[config.mk]
export PLATFORM = sky130hd
export DESIGN_NAME = crc_transmitter
export DESIGN_NICKNAME = d
export VERILOG_FILES = /design/src/rtl/crc_pkg.sv /design/src/rtl/crc_step.sv /design/src/rtl/crc_transmitter.sv
export SDC_FILE = /design/constraint.sdc
export NUM_CORES = 1
export LEC_CHECK = 0
export ABC_AREA = 1
export BUFFER_PORTS_ARGS = -buffer_cell sky130_fd_sc_hd__buf_4
export CAP_MARGIN = 20
export CORE_MARGIN = 2
export CORE_UTILIZATION = 53
export CTS_CLUSTER_DIAMETER = 150
export CTS_CLUSTER_SIZE = 40
export DETAILED_ROUTE_END_ITERATION = 10
export GPL_ROUTABILITY_DRIVEN = 0
export PLACE_DENSITY = 0.73
export SKIP_LAST_GASP = 1
export SLEW_MARGIN = 25
export SYNTH_ARGS = -nofsm -noshare
export SYNTH_HDL_FRONTEND = slang
export SYNTH_HIERARCHICAL = 1
export SYNTH_SLANG_ARGS = --single-unit
[constraint.sdc]
create_clock -name clk -period 1.5 [get_ports clk]
set_input_delay 0.3 -clock clk [delete_from_list [all_inputs] [get_ports clk]]
set_output_delay 0.3 -clock clk [all_outputs]
set_load 0.1 [all_outputs]
[src/rtl/crc_pkg.sv]
// Shared types and default parameters for the serial CRC transmitter.
// Holds the frame FSM states and the CRC-8 (x^8+x^2+x+1) defaults.
package crc_pkg;

  localparam int              DATA_LEN_DEF = 8;
  localparam int              CRC_W_DEF    = 8;
  localparam logic [7:0]      POLY_DEF     = 8'h07;
  localparam logic [7:0]      INIT_DEF     = 8'h00;

  typedef enum logic [1:0] {
    IDLE = 2'd0,
    DATA = 2'd1,
    CRC  = 2'd2
  } state_t;

endpackage

[src/rtl/crc_step.sv]
// Single-bit MSB-first LFSR update: no reflection, no final XOR.
// Purely combinational; the caller decides when the result is registered.
module crc_step #(
  parameter int               CRC_W = 8,
  parameter logic [CRC_W-1:0] POLY  = 8'h07
) (
  input  logic [CRC_W-1:0] crc,
  input  logic             d,
  output logic [CRC_W-1:0] crc_next
);

  logic fb;

  assign fb       = crc[CRC_W-1] ^ d;
  assign crc_next = {crc[CRC_W-2:0], 1'b0} ^ (fb ? POLY : '0);

endmodule

[src/rtl/crc_transmitter.sv]
// Serial frame transmitter: passes DATA_LEN payload bits through with one cycle
// of latency, then shifts out the CRC_W-bit CRC, then a closing zero bit.
module crc_transmitter
  import crc_pkg::*;
#(
  parameter int               DATA_LEN = DATA_LEN_DEF,
  parameter int               CRC_W    = CRC_W_DEF,
  parameter logic [CRC_W-1:0] POLY     = POLY_DEF,
  parameter logic [CRC_W-1:0] INIT     = INIT_DEF
) (
  input  logic clk,
  input  logic rstn,
  input  logic enable,
  input  logic crc_in,
  output logic crc_out
);

  localparam int CNT_MAX = (DATA_LEN > CRC_W) ? DATA_LEN : CRC_W;
  localparam int CNT_W   = $clog2(CNT_MAX + 1);

  localparam logic [CNT_W-1:0] LAST_DATA = CNT_W'(DATA_LEN - 1);
  localparam logic [CNT_W-1:0] CRC_END   = CNT_W'(CRC_W);
  localparam logic [CNT_W-1:0] CNT_ONE   = CNT_W'(1);

  state_t           state_q, state_d;
  logic [CNT_W-1:0] count_q, count_d;
  logic [CRC_W-1:0] crc_q, crc_d, crc_stepped;
  logic             out_q, out_d;

  crc_step #(
    .CRC_W (CRC_W),
    .POLY  (POLY)
  ) u_crc_step (
    .crc      (crc_q),
    .d        (crc_in),
    .crc_next (crc_stepped)
  );

  always_comb begin
    // NOTE: every variable gets a hold-value default first so no path through the case infers a latch.
    state_d = state_q;
    count_d = count_q;
    crc_d   = crc_q;
    out_d   = out_q;

    unique case (state_q)
      IDLE: begin
        if (enable) begin
          crc_d   = crc_stepped;
          out_d   = crc_in;
          count_d = (DATA_LEN == 1) ? '0 : CNT_ONE;
          state_d = (DATA_LEN == 1) ? CRC : DATA;
        end else begin
          crc_d   = INIT;
          out_d   = 1'b0;
          count_d = '0;
        end
      end

      // enable low here is a pause: count, CRC register and output all hold.
      DATA: begin
        if (enable) begin
          crc_d = crc_stepped;
          out_d = crc_in;
          if (count_q == LAST_DATA) begin
            count_d = '0;
            state_d = CRC;
          end else begin
            count_d = count_q + CNT_ONE;
          end
        end
      end

      // CRC_W shift edges, then one closing edge that zeroes the line and reloads INIT.
      CRC: begin
        if (count_q == CRC_END) begin
          state_d = IDLE;
          count_d = '0;
          crc_d   = INIT;
          out_d   = 1'b0;
        end else begin
          out_d   = crc_q[CRC_W-1];
          crc_d   = {crc_q[CRC_W-2:0], 1'b0};
          count_d = count_q + CNT_ONE;
        end
      end

      default: state_d = IDLE;
    endcase
  end

  always_ff @(posedge clk) begin
    // NOTE: sequential state uses non-blocking assignments so all registers update from pre-edge values.
    if (!rstn) begin
      state_q <= IDLE;
      count_q <= '0;
      crc_q   <= INIT;
      out_q   <= 1'b0;
    end else begin
      state_q <= state_d;
      count_q <= count_d;
      crc_q   <= crc_d;
      out_q   <= out_d;
    end
  end

  assign crc_out = out_q;

endmodule

==> out/results.ini <==
[status]
outcome = finished, final reports clean

[route]
antenna_left = 0
routed_wl_mm = 1.884
drt-initial-drc-count = 23
vias = 918
route.detailed.drc = 0
drtPass1Iterations = 4
wl_per_cell_um = 10.35
routed_via_density = 5.044

[floorplan]
num_io_pins = 5
die-area_um2 = 2250
core-area_um2 = 1745
die_height_um = 47.43
start_util_pct = 57.28
rows = 15
die_width_um = 47.43

[cts]
cts_root_buf = clkbuf_4
clk-insertion-delay-late_ps = 280
cts_sinks = 15
clk_pin_slew_ps = 90
numCtsBuffers = 3
cts_buffer_depth = 2
htree_levels = 1
cts_tree = done

[finish]
final_cell_count_no_fill = 182
nets = 168
num_antenna_cells = 0
layout_commonest_cell = nand2_1
final_cell_mix = nand2_1, nor2_1, inv_1
stdcell_area_um2 = 1087
final_layout_size_suffix_gt1_share_pct = 13.38
fillers = 169
area_growth_syn_to_layout_pct = 8.761

[worst_setup_path]
path_max_fanout = 9
crit_type = reg2reg
startpoint_type = register
cp-end-kind = register
worstPathArrival_ps = 1610
crit_required_ps = 1730

[synthesis]
synth_area_um2 = 999.7
synth_cell_types = 19
syn-num-nets = 165
avgSynthCellArea_um2 = 6.450
synth_seq_cells = 15
ys_seq_area_share_pct = 30.04
syn_inst = 155
ys.warnings.count = 6

[global_route]
grt_overflow = 0
grt_pass1_wl_mm = 3.339
grt.total_usage_pct = 21.20
grt_pass1_vias = 799
grt_antenna_before_repair = 0
grt_max_degree = 16

[timing]
tightest_slew_ps = 277.4
final.setup_skew_ps = 4.612
period_share_pct = 92.29
slew_viol_final = 0
grt_setup_unrepaired = no
fmax_ghz = 0.7224
period_needed_ps = 1384
finalSetupViolations = 0
setup_tns_ps = 0
hold_violations = 0
max_slew_margin_pct = 81.40

[placed_design]
placed_cell_area_um2 = 1030
portBuffers = 4
dp_cells = 178
dp_hpwl_mm = 1.403

[pwr]
p_leak_uw = 0.0005234
vdd_drop_max_mv = 0.5341
power.density_nw_per_um2 = 1015

[hold_path]
min_path_type = in2reg

[job]
cap_violations = 0

-- cell usage after synthesis, drive strengths merged --
library cell	n	area [um2]
nand3	9	45.04
nand2	39	146.4
nand4	1	6.260
dfxtp	15	300.3
ha	6	75.07
o21bai	1	18.77
buf	10	73.82
inv	22	82.58
o21ai	15	90.09
a21oi	15	78.83
nor2	21	78.83
clkinv	1	3.750
-- metal layers --
metal  share of wire (%)  wire length [um]  vias to the layer above  track usage, %
li1                    -                 -                      486               -
met1                  52               971                      420           26.79
met2                  45               839                       10           35.14
met3                 3.1                59                        2           4.151
met4                0.69                13                        0           8.889
met5                   0                 0                        -               0
-- cells by family (layout without fill, tap and decap cells) --
family / count (synthesis) / in the layout / synth area share, %
AND/OR/NAND/NOR: 70 / 70 / 27.66
adder cells (fa/ha/maj): 6 / 6 / 7.509
buffers and inverters: 33 / 35 / 16.02
flip-flops: 15 / 15 / 30.04
AO/OA/AOI/OAI: 31 / 31 / 18.77
-- path summary, 6_finish.rpt --
kind	start	to	slack (ps)	depth (start not counted)
min	rstn	state_q[0]$_SDFFE_PN0P_	290	3
max	state_q[0]$_SDFFE_PN0P_	crc_out$_SDFFE_PN0P_	120	7
min reg2reg	count_q[1]$_SDFFE_PN0P_	count_q[1]$_SDFFE_PN0P_	510	2
max reg2reg	state_q[0]$_SDFFE_PN0P_	crc_out$_SDFFE_PN0P_	120	7
-- flip-flops by register name, indices dropped and copies added, names as in the netlist --
register	cells
state_q	2
count_q	4
crc_out	1
crc_q	8
-- per-stage QoR --
step	setup slack [ps]	hold slack (ps)	power (uW)	util [%]
3_3_place_gp	58.30	496.3	842.9	59.00
4_1_cts	31.42	281.8	1096	61.22
6_report	115.7	285.3	1104	62.29
2_1_floorplan	139.3	420.5	779.2	-
3_5_place_dp	0.4209	503.1	852.2	59.00
5_1_grt	12.08	295.4	1186	62.29
-- power breakdown --
group	internal (uW)	leakage [uW]	switching, uW
Combinational	154	0.000385	241
Clock	103	0.0000150	127
Sequential	441	0.000123	37.4
Total	699	0.000523	405
-- critical path, stage by stage, from the launching register on --
cell	delay [ps]
dfxtp_2	370
inv_1	100
ha_4	280
o21ai_4	250
a21oi_1	100
o21ai_1	100
nand2_1	70
inv_1	50
-- what timing repair did --
item                       in CTS  in global routing
gates cloned                    0                  0
gates resized for setup         1                  9
setup endpoints to repair       1                 15
hold buffers                    0                  0
setup buffers                   0                  0
-- area by class of cell --
class / instances / area, um2 / area share [%]
clock buffers: 4 / 26.28 / 2.417
inverters: 23 / 88.84 / 8.170
multi-input cells: 107 / 566.8 / 52.13
flip-flops and latches: 15 / 301.5 / 27.73
well taps: 25 / 31.28 / 2.877
repair buffers: 8 / 72.57 / 6.674
No activity file was read; power rests on OpenSTA's default activity.
